===== src/rtl/gnrl_sram_initprt_if.sv =====
// Bus-side SRAM request/response bundle for the init/parity front end.
// Latency: none; wires only.
// Backpressure: req_ready from the slave; responses are never stalled.
interface gnrl_sram_initprt_if #(
  parameter int AW = 10,
  parameter int DW = 32
);
  logic            req_valid;
  logic            req_ready;
  logic            req_we;
  logic [AW-1:0]   req_addr;
  logic [DW-1:0]   req_wdata;
  logic [DW/8-1:0] req_be;
  logic            rsp_valid;
  logic [DW-1:0]   rsp_rdata;
  logic            rsp_prterr;

  modport master (
    output req_valid, req_we, req_addr, req_wdata, req_be,
    input  req_ready, rsp_valid, rsp_rdata, rsp_prterr
  );

  modport slave (
    input  req_valid, req_we, req_addr, req_wdata, req_be,
    output req_ready, rsp_valid, rsp_rdata, rsp_prterr
  );
endinterface


===== src/rtl/gnrl_sram_initprt.sv =====
// SRAM front end: init sweep of WCNT words, then pass-through with per-byte parity gen/check.
// Latency: writes go to the macro the accept cycle; read response one cycle after accept.
// Backpressure: req_ready=0 during the sweep (and reset), 1 in RUN; one request per cycle.
module gnrl_sram_initprt #(
  parameter int            AW      = 10,
  parameter int            DW      = 32,
  parameter int            PW      = DW/8,
  parameter int            WCNT    = 1024,
  parameter int            BWEN    = 1,
  parameter int            PRT     = 1,
  parameter logic [DW-1:0] INITVAL = '0
) (
  input  logic                  clk,
  input  logic                  resetn,
  input  logic                  reinit,
  output logic                  initdone,
  gnrl_sram_initprt_if.slave    bus,
  output logic                  prterr_stk,
  input  logic                  prterr_clr,
  output logic                  ram_ce,
  output logic                  ram_we,
  output logic [AW-1:0]         ram_addr,
  output logic [DW+PW-1:0]      ram_wdata,
  output logic [DW+PW-1:0]      ram_bm,
  input  logic [DW+PW-1:0]      ram_rdata
);

  typedef enum logic {ST_INIT, ST_RUN} state_t;

  // Counter is one bit wider than the address so WCNT == 2**AW is reachable.
  localparam logic [AW:0] CNT_LAST = (AW+1)'(WCNT-1);
  localparam logic [AW:0] CNT_ONE  = (AW+1)'(1);

  state_t          state_q, state_d;
  logic [AW:0]     cnt_q, cnt_d;
  logic            rsp_vld_q;
  logic            prterr_stk_q;
  logic            rsp_prterr_w;
  logic [PW-1:0]   be_eff;
  logic [DW+PW-1:0] bm_run;
  logic [PW-1:0]   wpar;
  logic [PW-1:0]   init_par;

  // Even parity per byte: bit i is the XOR of data byte i.
  function automatic logic [PW-1:0] byte_par(input logic [DW-1:0] d);
    logic [PW-1:0] p;
    p = '0;
    for (int i = 0; i < PW; i++) begin
      p[i] = ^d[8*i +: 8];
    end
    return p;
  endfunction

  // Write-side parity and bit mask for pass-through requests.
  always_comb begin
    be_eff   = '1;
    bm_run   = '0;
    wpar     = '0;
    init_par = '0;
    if (BWEN != 0) begin
      be_eff = bus.req_be;
    end
    if (PRT != 0) begin
      wpar     = byte_par(bus.req_wdata);
      init_par = byte_par(INITVAL);
    end
    for (int i = 0; i < PW; i++) begin
      bm_run[8*i +: 8] = {8{be_eff[i]}};
      bm_run[DW+i]     = be_eff[i];
    end
  end

  // Next state and macro/handshake outputs; everything held at 0 while in reset.
  always_comb begin
    state_d       = state_q;
    cnt_d         = cnt_q;
    initdone      = 1'b0;
    bus.req_ready = 1'b0;
    ram_ce        = 1'b0;
    ram_we        = 1'b0;
    ram_addr      = '0;
    ram_wdata     = '0;
    ram_bm        = '0;
    if (resetn) begin
      case (state_q)
        ST_INIT: begin
          ram_ce    = 1'b1;
          ram_we    = 1'b1;
          ram_addr  = cnt_q[AW-1:0];
          ram_wdata = {init_par, INITVAL};
          ram_bm    = '1;
          if (cnt_q == CNT_LAST) begin
            state_d = ST_RUN;
            cnt_d   = '0;
          end else begin
            cnt_d = cnt_q + CNT_ONE;
          end
        end
        ST_RUN: begin
          initdone      = 1'b1;
          bus.req_ready = 1'b1;
          ram_ce        = bus.req_valid;
          ram_we        = bus.req_we;
          ram_addr      = bus.req_addr;
          ram_wdata     = {wpar, bus.req_wdata};
          ram_bm        = bm_run;
          // The request accepted alongside reinit has already been issued above.
          if (reinit) begin
            state_d = ST_INIT;
          end
        end
        default: state_d = ST_INIT;
      endcase
    end
  end

  // Read check covers every byte, independent of how the word was written.
  assign rsp_prterr_w = rsp_vld_q && (PRT != 0) &&
                        (byte_par(ram_rdata[DW-1:0]) != ram_rdata[DW+PW-1:DW]);

  assign bus.rsp_valid  = rsp_vld_q;
  assign bus.rsp_rdata  = ram_rdata[DW-1:0];
  assign bus.rsp_prterr = rsp_prterr_w;
  assign prterr_stk     = prterr_stk_q;

  // State, sweep counter, response valid and sticky error; setting beats clearing.
  always_ff @(posedge clk) begin
    if (!resetn) begin
      state_q      <= ST_INIT;
      cnt_q        <= '0;
      rsp_vld_q    <= 1'b0;
      prterr_stk_q <= 1'b0;
    end else begin
      state_q   <= state_d;
      cnt_q     <= cnt_d;
      rsp_vld_q <= bus.req_valid & bus.req_ready & ~bus.req_we;
      if (rsp_prterr_w) begin
        prterr_stk_q <= 1'b1;
      end else if (prterr_clr) begin
        prterr_stk_q <= 1'b0;
      end
    end
  end

endmodule

===== src/flat_wrapper.sv =====
// flat-port wrapper written by rule: the top's interface ports become plain ports
module gnrl_sram_initprt_flat 
#(
  parameter int            AW      = 10,
  parameter int            DW      = 32,
  parameter int            PW      = DW/8,
  parameter int            WCNT    = 1024,
  parameter int            BWEN    = 1,
  parameter int            PRT     = 1,
  parameter logic [DW-1:0] INITVAL = '0
)
  (clk, resetn, reinit, initdone, prterr_stk, prterr_clr, ram_ce, ram_we, ram_addr, ram_wdata, ram_bm, ram_rdata, bus_req_valid, bus_req_we, bus_req_addr, bus_req_wdata, bus_req_be, bus_req_ready, bus_rsp_valid, bus_rsp_rdata, bus_rsp_prterr);
  gnrl_sram_initprt_if #(.AW(AW), .DW(DW)) bus_i ();
  input  logic clk;
  input  logic resetn;
  input  logic reinit;
  output logic initdone;
  output logic prterr_stk;
  input  logic prterr_clr;
  output logic ram_ce;
  output logic ram_we;
  output logic [AW-1:0] ram_addr;
  output logic [DW+PW-1:0] ram_wdata;
  output logic [DW+PW-1:0] ram_bm;
  input  logic [DW+PW-1:0] ram_rdata;
  input wire logic [$bits(bus_i.req_valid)-1:0] bus_req_valid;
  input wire logic [$bits(bus_i.req_we)-1:0] bus_req_we;
  input wire logic [$bits(bus_i.req_addr)-1:0] bus_req_addr;
  input wire logic [$bits(bus_i.req_wdata)-1:0] bus_req_wdata;
  input wire logic [$bits(bus_i.req_be)-1:0] bus_req_be;
  output wire logic [$bits(bus_i.req_ready)-1:0] bus_req_ready;
  output wire logic [$bits(bus_i.rsp_valid)-1:0] bus_rsp_valid;
  output wire logic [$bits(bus_i.rsp_rdata)-1:0] bus_rsp_rdata;
  output wire logic [$bits(bus_i.rsp_prterr)-1:0] bus_rsp_prterr;
  assign bus_i.req_valid = bus_req_valid;
  assign bus_i.req_we = bus_req_we;
  assign bus_i.req_addr = bus_req_addr;
  assign bus_i.req_wdata = bus_req_wdata;
  assign bus_i.req_be = bus_req_be;
  assign bus_req_ready = bus_i.req_ready;
  assign bus_rsp_valid = bus_i.rsp_valid;
  assign bus_rsp_rdata = bus_i.rsp_rdata;
  assign bus_rsp_prterr = bus_i.rsp_prterr;
  gnrl_sram_initprt #(.AW(AW), .DW(DW), .PW(PW), .WCNT(WCNT), .BWEN(BWEN), .PRT(PRT), .INITVAL(INITVAL)) u_core (.clk(clk), .resetn(resetn), .reinit(reinit), .initdone(initdone), .bus(bus_i), .prterr_stk(prterr_stk), .prterr_clr(prterr_clr), .ram_ce(ram_ce), .ram_we(ram_we), .ram_addr(ram_addr), .ram_wdata(ram_wdata), .ram_bm(ram_bm), .ram_rdata(ram_rdata));
endmodule

===== config.mk =====
export PLATFORM = sky130hd
export DESIGN_NAME = gnrl_sram_initprt_flat
export DESIGN_NICKNAME = d
export VERILOG_FILES = /design/src/rtl/gnrl_sram_initprt_if.sv /design/src/rtl/gnrl_sram_initprt.sv /design/src/flat_wrapper.sv
export SDC_FILE = /design/constraint.sdc
export NUM_CORES = 1
export LEC_CHECK = 0
export BUFFER_PORTS_ARGS = -buffer_cell sky130_fd_sc_hd__clkbuf_2
export CORE_AREA = 2 2 81 83
export CTS_CLUSTER_SIZE = 10
export DETAILED_ROUTE_END_ITERATION = 7
export DIE_AREA = 0 0 83 85
export GPL_TIMING_DRIVEN = 0
export MAX_ROUTING_LAYER = met4
export PLACE_DENSITY = 0.82
export SLEW_MARGIN = 0
export SYNTH_ARGS = -nofsm -noshare
export SYNTH_HDL_FRONTEND = slang
export SYNTH_SLANG_ARGS = --single-unit

===== constraint.sdc =====
create_clock -name clk -period 2.5 [get_ports clk]
set_clock_uncertainty 0.05 [all_clocks]
set_input_delay 0.25 -clock clk [delete_from_list [all_inputs] [get_ports clk]]
set_output_delay 0.25 -clock clk [all_outputs]
set_load 0.05 [all_outputs]

==> impl_metrics.env, run 1 <==
export IMPL_status="completed"
export IMPL_synth_top_area_share_pct=23.06
export IMPL_grt_pass1_vias=2318
export IMPL_synth_top_family_by_area="XOR/XNOR gates"
export IMPL_synthArstFlopShare_pct=0
export IMPL_synth_most_common_cell="buf_4"
export IMPL_synth_ff_type="dfxtp_1"
export IMPL_vias=2409
export IMPL_yosys_warnings=0
export IMPL_synth_fp_nets=358
export IMPL_h_tree_depth=1
export IMPL_slew_headroom_pct=60.80
export IMPL_initial_core_util_pct=34.10
export IMPL_io_buffers=207
export IMPL_drt_wl_total_mm=6.639
export IMPL_rows=29
export IMPL_path_max_fanout=10
export IMPL_drt_wirelength_per_cell_um=11.92
export IMPL_post_route_period_util_pct=92.60
export IMPL_clock_latency_ns=0.24
export IMPL_avgSynthCellArea_um2=7.865
export IMPL_via_per_inst=4.325
export IMPL_grt_start_max_net_pins=11
export IMPL_antenna_found_initial=0
export IMPL_cts_buffer_depth=2
export IMPL_cts_tree="built"
export IMPL_clk_pin_slew_worst_paths_ns=0.06
export IMPL_die_w_um=83
export IMPL_syn_cell_area_um2=2116
export IMPL_fmax_ghz=0.4320
export IMPL_layout_drive_gt1_share_pct=58.33
export IMPL_start_kind="flip-flop"
export IMPL_root_buffer="clkbuf_8"
export IMPL_setup_worst_path_end_class="primary output"
export IMPL_drc=0
export IMPL_grt_setup_unrepaired="no"
export IMPL_hold_class="in2reg"
export IMPL_drt_pass1_iterations=4
export IMPL_power_density_nw_per_um2=343.0
export IMPL_hold_violations=0
export IMPL_maxCapViolations=0
export IMPL_drt_iter0_drc=44
export IMPL_layout_min_cycle_time_ns=2.315
export IMPL_worst_slew_pin_slew_ns=0.5867
export IMPL_setup_worst_path_class="reg2out"
export IMPL_synth_adder_area_share_pct=0.5914
export IMPL_n_antenna_cell=0
export IMPL_place_hpwl_mm=5.772
export IMPL_drtAntennaViolNets=0
export IMPL_yosysUniqueCellTypes=28
export IMPL_synth_compound_area_share_pct=4.849
export IMPL_cts_setup_buffers=0
export IMPL_core_area_um2=6205
export IMPL_fin_nets=570
export IMPL_synth_area_leaders="buf_4, xnor2_1, dfxtp_1"
export IMPL_synth_mux_area_share_pct=4.258
export IMPL_ios=209
export IMPL_hold_ws_ns=0.1544
export IMPL_dieArea_um2=7055
export IMPL_setup_viol_count_final=0
export IMPL_seqCellArea_um2=280.3
export IMPL_power_leakage_nw=1.941
export IMPL_worstPathArrival_ns=2.02
export IMPL_reg2reg_depth=6
export IMPL_ir_worst_vdd_mv=0.1808
export IMPL_die_h_um=85
export IMPL_hold_depth=2
export IMPL_cts_buffers=3
export IMPL_overflow=0
export IMPL_multi_input_area_um2=1281
export IMPL_synth_seq_area_share_pct=13.25
export IMPL_synth_xor_area_share_pct=29.10
export IMPL_cts_hold_buffers_added=0
export IMPL_synth_top_cells_by_count="buf_4, xnor2_1, and3_1"
export IMPL_required_ns=2.20
export IMPL_grt_pass1_wl_mm=10.41
export IMPL_fill_cells=594
export IMPL_slew_violations=0
export IMPL_synthSimpleGateAreaFrac_pct=21.41
export IMPL_track_usage_pct=18.08
export IMPL_cts_sinks=14
export IMPL_ys_seq_elements=14
export IMPL_synth_edf_count=0
export IMPL_syn_inst=269
export IMPL_synth_largest_area_cell="buf_4"
export IMPL_area_growth_pct=56.48
export IMPL_gp_congestion=0.8464
export IMPL_utilization_pct=53.36
## per-stage QoR
step	TNS (ns)	power (mW)	cells	setup slack [ns]	area (um^2)
finish	0	1.136	557	0.1849	3311
global placement	0	0.9097	553	0.2346	3248
CTS	0	1.150	557	0.1440	3303
detailed placement	0	0.9215	553	0.1464	3248
global route	0	1.199	557	0.004954	3311
floorplan	-12.85	0.7463	269	-0.4015	2116
## worst paths after layout
kind                                                     from                         endpoint  slack, ns
worst max-delay path                u_core.state_q$_SDFF_PN0_                       ram_bm[22]       0.18
worst min-delay path                               bus_req_we  u_core.bus.rsp_valid$_SDFF_PN0_       0.15
worst max register to register      u_core.state_q$_SDFF_PN0_     u_core.cnt_q[9]$_SDFFE_PN0N_       0.96
worst min register to register  u_core.cnt_q[10]$_SDFFE_PN0N_    u_core.cnt_q[10]$_SDFFE_PN0N_       0.41
## what timing repair did
item                                    in CTS  in global routing
endpoints found under the setup margin      33                  7
pin swaps                                    0                  0
gates resized for setup                      4                  2
## worst max-delay path: stages, from the launching register on
cell and delay, ns:
dfxtp_1 0.30, buf_2 0.19, clkbuf_1 0.27, a21boi_1 0.54, buf_4 0.21, clkbuf_2 0.26
## layout make-up
class	instances	share of cell area [%]
Multi-Input combinational cell	171	38.70
Timing Repair Buffer	207	31.29
Buffer	77	16.18
Sequential cell	14	8.466
Tap cell	77	2.910
Clock buffer	4	1.663
Inverter	7	0.7936
## report_power, final
part           total [mW]  internal, mW  switching, mW  leakage, nW
clock network       0.222         0.139         0.0831       0.0288
registers           0.233         0.227        0.00566        0.113
logic               0.680         0.282          0.398         1.80
## flip-flops by register name (all words and copies together), names as in the netlist
signal and count:
u_core.bus.rsp_valid 1, u_core.cnt_q 11, u_core.prterr_stk 1, u_core.state_q 1
## cells by family after synthesis
family	count (synthesis)
flops	14
mux	9
simple gates	83
xor+xnor	64
fa+ha+maj	1
buf+inv	84
compound gates	14
## cell usage in the layout (no fill, tap or decap), drive strengths merged, types with 2 or more instances in the layout
master	synthesis	final
nand2	9	9
and3	32	32
buf	67	67
mux2i	9	9
and2	3	3
inv	7	7
xnor3	4	4
xnor2	40	40
a21boi	8	8
clkbuf	10	221
nand2b	2	2
nand4	2	2
nand3	4	4
o21ai	2	2
dfxtp	14	14
nor2	15	15
nor3	2	2
nor2b	12	12
xor2	20	20
## metal layers
layer / GRT usage (%) / share of wire [%] / vias to the layer above
li1: - / - / 1233
met2: 34.75 / 53 / 102
met3: 3.794 / 6.3 / 2
met4: 1.937 / 0.29 / 0
met1: 19.74 / 40 / 1072
met5: - / 0 / -
Power figures use the tool's default switching activity.
==> inputs of run 2 (changes only) <==
--- a/config.mk
+++ b/config.mk
@@ -5,8 +5,10 @@
 export SDC_FILE = /design/constraint.sdc
 export NUM_CORES = 1
 export LEC_CHECK = 0
-export BUFFER_PORTS_ARGS = -buffer_cell sky130_fd_sc_hd__clkbuf_2
+export BUFFER_PORTS_ARGS = -buffer_cell sky130_fd_sc_hd__buf_4
+export CAP_MARGIN = 25
 export CORE_AREA = 2 2 81 83
+export CTS_BUF_LIST = sky130_fd_sc_hd__clkbuf_16
 export CTS_CLUSTER_SIZE = 10
 export DETAILED_ROUTE_END_ITERATION = 7
 export DIE_AREA = 0 0 83 85
==> impl_metrics.env, run 2 (synthesis gave the netlist of run 1 again) <==
export IMPL_rows=29
export IMPL_preCtsSetupSlack_ns=0.2193
export IMPL_p_total_mw=1.300
export IMPL_setup_slack_ns=0.04671
export IMPL_die_w_um=83
export IMPL_multi_input_area_um2=1274
export IMPL_cts_buffers=3
export IMPL_hold_violations=0
export IMPL_dieArea_um2=7055
export IMPL_crit_chain="buf_2 > clkbuf_1 > a21boi_0 > buf_4 > buf_4"
export IMPL_cp_common_cell="buf_4"
export IMPL_grt_start_max_net_pins=11
export IMPL_final_cell_mix="buf_4, xnor2_1, and3_1"
export IMPL_worstPathArrival_ns=2.15
export IMPL_fmax_ghz=0.4076
export IMPL_layout_drive_gt1_share_pct=57.71
export IMPL_setup_worst_path_class="reg2out"
export IMPL_maxCapViolations=0
export IMPL_root_buffer="clkbuf_16"
export IMPL_power_leakage_nw=2.091
export IMPL_hold_ws_ns=0.1359
export IMPL_crit_buf_inv=4
export IMPL_cts_buffer_depth=2
export IMPL_setup_worst_path_end_class="primary output"
export IMPL_initial_core_util_pct=34.10
export IMPL_utilization_pct=61.97
export IMPL_die_h_um=85
export IMPL_grt_pass1_vias=2382
export IMPL_top_register="u_core.cnt_q"
export IMPL_power_density_nw_per_um2=338.1
export IMPL_h_tree_depth=1
export IMPL_cts_sinks=14
export IMPL_largest_register_ffs=11
export IMPL_slew_headroom_pct=39.20
export IMPL_post_route_period_util_pct=98.13
export IMPL_start_kind="flip-flop"
export IMPL_vias=2442
export IMPL_fill_cells=554
export IMPL_slew_violations=0
export IMPL_clock_latency_ns=0.24
export IMPL_via_per_inst=4.384
export IMPL_holdPathEnd="u_core.bus.rsp_valid$_SDFF_PN0_"
export IMPL_antenna_found_initial=0
export IMPL_gp_congestion=0.8492
export IMPL_ir_worst_vdd_mv=0.2166
export IMPL_overflow=0
export IMPL_seqCellArea_um2=280.3
export IMPL_core_area_um2=6205
export IMPL_dpl_cell_area_um2=3766
export IMPL_cts_tree="built"
export IMPL_rr_startpoint="u_core.cnt_q[0]$_SDFFE_PN0N_"
export IMPL_drt_wirelength_per_cell_um=13.24
export IMPL_io_buffers=207
export IMPL_status="completed"
export IMPL_r2r_end="u_core.cnt_q[4]$_SDFFE_PN0N_"
export IMPL_grt_pass1_wl_mm=11.54
export IMPL_crit_family="buffers and inverters"
export IMPL_reg2reg_depth=6
export IMPL_ios=209
export IMPL_min_from="bus_req_we"
export IMPL_path_max_fanout=10
export IMPL_required_ns=2.20
export IMPL_layout_commonest_cell="buf_4"
export IMPL_track_usage_pct=20.21
export IMPL_drtAntennaViolNets=0
export IMPL_drt_iter0_drc=50
export IMPL_place_hpwl_mm=6.351
export IMPL_hold_class="in2reg"
export IMPL_setup_viol_count_final=0
export IMPL_drc=0
export IMPL_drt_wl_total_mm=7.375
export IMPL_hold_depth=2
export IMPL_fin_area_um2=3845
export IMPL_layout_min_cycle_time_ns=2.453
export IMPL_slowest_stage="a21boi_0"
export IMPL_area_growth_pct=81.73
export IMPL_slowest_delay_ns=0.76
export IMPL_clk_pin_slew_worst_paths_ns=0.05
export IMPL_r2r_slack_ns=0.95
export IMPL_fin_nets=570
export IMPL_grt_setup_unrepaired="yes"
export IMPL_drt_pass1_iterations=4
export IMPL_worst_slew_pin_slew_ns=0.9039
export IMPL_n_antenna_cell=0
[run 2: cell count changes in the layout (fill, tap and decap cells not counted)]
| cell | previous run | this run |
|---|---|---|
| clkbuf_8 | 4 | 0 |
| a21boi_2 | 2 | 0 |
| clkbuf_16 | 0 | 3 |
| buf_4 | 65 | 272 |
| a21boi_0 | 3 | 5 |
| clkinv_1 | 0 | 1 |
| clkbuf_2 | 207 | 0 |
[run 2: report_power, final]
part / internal (mW) / total (mW) / leakage, nW / switching (mW)
logic: 0.358 / 0.758 / 1.94 / 0.400
clock network: 0.212 / 0.308 / 0.0385 / 0.0965
registers: 0.228 / 0.233 / 0.113 / 0.00554
total: 0.798 / 1.30 / 2.09 / 0.502
[run 2: per-stage QoR]
step | cells | setup TNS, ns
after floorplan | 269 | -12.85
after detailed placement | 553 | 0
after global placement | 553 | 0
after global routing | 557 | -2.470
after CTS | 557 | 0
final | 557 | 0
[run 2: per-layer routing]
metal	vias to the layer above	wire length [um]	GRT usage, %
li1	1225	-	-
met1	1110	2855	22.16
met2	101	4093	39.37
met3	6	373	3.210
met4	0	53	2.385
met5	-	0	-
[run 2: layout make-up]
type                            instances  area share (%)
Buffer                                 77           13.93
Clock buffer                            3           1.952
Clock inverter                          1         0.09762
Inverter                                7          0.6834
Multi-Input combinational cell        171           33.13
Sequential cell                        14           7.289
Tap cell                               77           2.506
Timing Repair Buffer                  207           40.42
[run 2: what timing repair did]
| item | 4_1_cts | 5_1_grt |
|---|---|---|
| setup buffers | 0 | 0 |
| setup endpoints to repair | 8 | 27 |
| endpoints found under the hold margin | 0 | 0 |
| hold buffers | 0 | 0 |
| gates resized for setup | 1 | 1 |
[run 2: how the worst max path moves through the flow]
stage | startpoint | to | slack [ns] | depth (start not counted)
floorplan | u_core.state_q$_SDFF_PN0_ | ram_bm[10] | -0.40 | 4
global placement | u_core.state_q$_SDFF_PN0_ | ram_bm[29] | 0.29 | 5
detailed placement | u_core.state_q$_SDFF_PN0_ | ram_bm[31] | 0.22 | 5
CTS | u_core.state_q$_SDFF_PN0_ | ram_bm[18] | 0.02 | 5
global route | u_core.state_q$_SDFF_PN0_ | ram_bm[19] | -0.15 | 5
finish | u_core.state_q$_SDFF_PN0_ | ram_bm[18] | 0.05 | 5
==> inputs of run 3 (changes only) <==
--- a/config.mk
+++ b/config.mk
@@ -7,14 +7,14 @@
 export LEC_CHECK = 0
 export BUFFER_PORTS_ARGS = -buffer_cell sky130_fd_sc_hd__buf_4
 export CAP_MARGIN = 25
-export CORE_AREA = 2 2 81 83
+export CORE_MARGIN = 1.5
+export CORE_UTILIZATION = 30
 export CTS_BUF_LIST = sky130_fd_sc_hd__clkbuf_16
 export CTS_CLUSTER_SIZE = 10
 export DETAILED_ROUTE_END_ITERATION = 7
-export DIE_AREA = 0 0 83 85
 export GPL_TIMING_DRIVEN = 0
 export MAX_ROUTING_LAYER = met4
-export PLACE_DENSITY = 0.82
+export PLACE_DENSITY = 0.79
 export SLEW_MARGIN = 0
 export SYNTH_ARGS = -nofsm -noshare
 export SYNTH_HDL_FRONTEND = slang
==> impl_metrics.env, run 3 (synthesis gave the netlist of run 1 again) <==
export IMPL_initial_core_util_pct=31.14
export IMPL_reg2reg_depth=6
export IMPL_worstPathArrival_ns=2.00
export IMPL_grt_use_met1_pct=20.72
export IMPL_p_seq_share_pct=18.0
export IMPL_drt_wirelength_per_cell_um=13.04
export IMPL_top_usage_layer="met2"
export IMPL_p_int_uw=797.6
export IMPL_p_total_mw=1.297
export IMPL_power_leakage_nw=2.093
export IMPL_crit_family="buffers and inverters"
export IMPL_hold_violations=0
export IMPL_slowest_delay_ns=0.62
export IMPL_start_kind="flip-flop"
export IMPL_drtAntennaViolNets=0
export IMPL_drt_pass1_iterations=4
export IMPL_p_comb_share_pct=58.6
export IMPL_cts_buffer_depth=2
export IMPL_ios=209
export IMPL_setup_viol_count_final=0
export IMPL_slew_violations=0
export IMPL_top_register="u_core.cnt_q"
export IMPL_crit_buf_inv=4
export IMPL_gp_congestion=0.8162
export IMPL_place_inst=572
export IMPL_drt_iter0_drc=61
export IMPL_root_buffer="clkbuf_16"
export IMPL_layout_min_cycle_time_ns=2.301
export IMPL_status="completed"
export IMPL_place_hpwl_mm=6.420
export IMPL_worst_slew_pin_slew_ns=0.7320
export IMPL_slew_headroom_pct=51.09
export IMPL_antenna_found_initial=0
export IMPL_layout_commonest_cell="buf_4"
export IMPL_utilization_pct=56.94
export IMPL_area_growth_pct=82.85
export IMPL_seqCellArea_um2=280.3
export IMPL_largest_register_ffs=11
export IMPL_die_w_um=86.98
export IMPL_drc=0
export IMPL_overflow=0
export IMPL_met2_usage_pct=35.73
export IMPL_grt_pass1_vias=2311
export IMPL_startpoint="u_core.state_q$_SDFF_PN0_"
export IMPL_crit_chain="buf_2 > clkbuf_1 > a21boi_1 > buf_4 > buf_4"
export IMPL_cts_tree="built"
export IMPL_preCtsSetupSlack_ns=0.1747
export IMPL_setup_worst_path_class="reg2out"
export IMPL_cts_setup_buffers=0
export IMPL_layout_drive_gt1_share_pct=57.71
export IMPL_switching_power_uw=499.0
export IMPL_hold_class="in2reg"
export IMPL_via_per_inst=4.212
export IMPL_clock_latency_ns=0.24
export IMPL_path_max_fanout=10
export IMPL_cts_sinks=14
export IMPL_fin_nets=570
export IMPL_h_tree_depth=1
export IMPL_stdcell_count=576
export IMPL_maxCapViolations=0
export IMPL_n_antenna_cell=0
export IMPL_cts_hold_buffers_added=0
export IMPL_post_route_period_util_pct=92.06
export IMPL_die_h_um=86.98
export IMPL_r2r_slack_ns=0.97
export IMPL_setup_slack_ns=0.1986
export IMPL_final_cell_mix="buf_4, xnor2_1, and3_1"
export IMPL_r2r_end="u_core.cnt_q[5]$_SDFFE_PN0N_"
export IMPL_grt_pass1_wl_mm=11.12
export IMPL_holdPathEnd="u_core.bus.rsp_valid$_SDFF_PN0_"
export IMPL_grtUsageMet3_pct=3.223
export IMPL_rows=30
export IMPL_hold_depth=2
export IMPL_dieArea_um2=7566
export IMPL_multi_input_area_um2=1274
export IMPL_clk_pin_slew_worst_paths_ns=0.05
export IMPL_min_from="bus_req_we"
export IMPL_ir_worst_vdd_mv=0.2014
export IMPL_cp_common_cell="buf_4"
export IMPL_grt_setup_unrepaired="no"
export IMPL_fmax_ghz=0.4345
export IMPL_power_clock_fraction_pct=23.4
export IMPL_slowest_stage="a21boi_1"
export IMPL_rr_startpoint="u_core.cnt_q[0]$_SDFFE_PN0N_"
export IMPL_io_buffers=207
export IMPL_grt_start_max_net_pins=11
export IMPL_fill_cells=635
export IMPL_drt_wl_total_mm=7.513
export IMPL_switching_share_pct=38.49
export IMPL_tns_ns=0
export IMPL_vias=2426
export IMPL_required_ns=2.20
export IMPL_core_area_um2=6794
export IMPL_track_usage_pct=18.78
export IMPL_power_density_nw_per_um2=335.1
export IMPL_cts_buffers=3
export IMPL_setup_worst_path_end_class="primary output"
-- run 3: cell counts in the layout (fill, tap and decap cells not counted) --
Identical to the previous run, type by type.
-- run 3: worst max path at each step --
stage	depth (start not counted)	slack, ns	to
final	5	0.20	ram_bm[25]
after global routing	5	0.05	ram_bm[25]
after CTS	5	0.004	ram_bm[14]
after detailed placement	5	0.17	ram_bm[25]
after global placement	5	0.23	ram_bm[31]
after floorplan	4	-0.40	ram_bm[10]
-- run 3: cell type report --
| type | count | area share, % |
|---|---|---|
| Multi-Input combinational cell | 171 | 32.92 |
| Clock inverter | 1 | 0.09702 |
| Tap cell | 96 | 3.105 |
| Clock buffer | 3 | 1.940 |
| Buffer | 77 | 13.84 |
| Sequential cell | 14 | 7.245 |
| Inverter | 7 | 0.6792 |
| Timing Repair Buffer | 207 | 40.17 |
-- run 3: per-layer routing --
layer / part of all wire (%) / up-vias
met2: 54 / 105
met1: 38 / 1085
met3: 6.6 / 8
met5: 0 / -
met4: 1.4 / 0
li1: - / 1228
-- run 3: power by group through the flow --
stage	registers [mW]	logic [mW]	clock network, mW
3_3_place_gp	0.237	0.751	0
6_report	0.233	0.759	0.304
2_1_floorplan	0.236	0.510	0
5_1_grt	0.234	0.805	0.320
3_5_place_dp	0.237	0.763	0
4_1_cts	0.233	0.765	0.311
-- run 3: per-stage QoR --
step | instance area [um^2] | hold WS [ns]
2_1_floorplan | 2116 | 0.2768
3_3_place_gp | 3790 | 0.3929
3_5_place_dp | 3790 | 0.3891
4_1_cts | 3869 | 0.1386
5_1_grt | 3869 | 0.1403
6_report | 3869 | 0.1382
-- run 3: timing repair --
item,CTS,global route
pin swaps,0,0
resized for setup,2,2
endpoints found under the setup margin,17,18
-- run 3: worst register-to-register path: cells and delay by family (launching register included) --
family / cells / cell delay, ns
and+or+nand+nor: 5 / 0.70
DFF: 1 / 0.41
adders and majority gates: 1 / 0.25
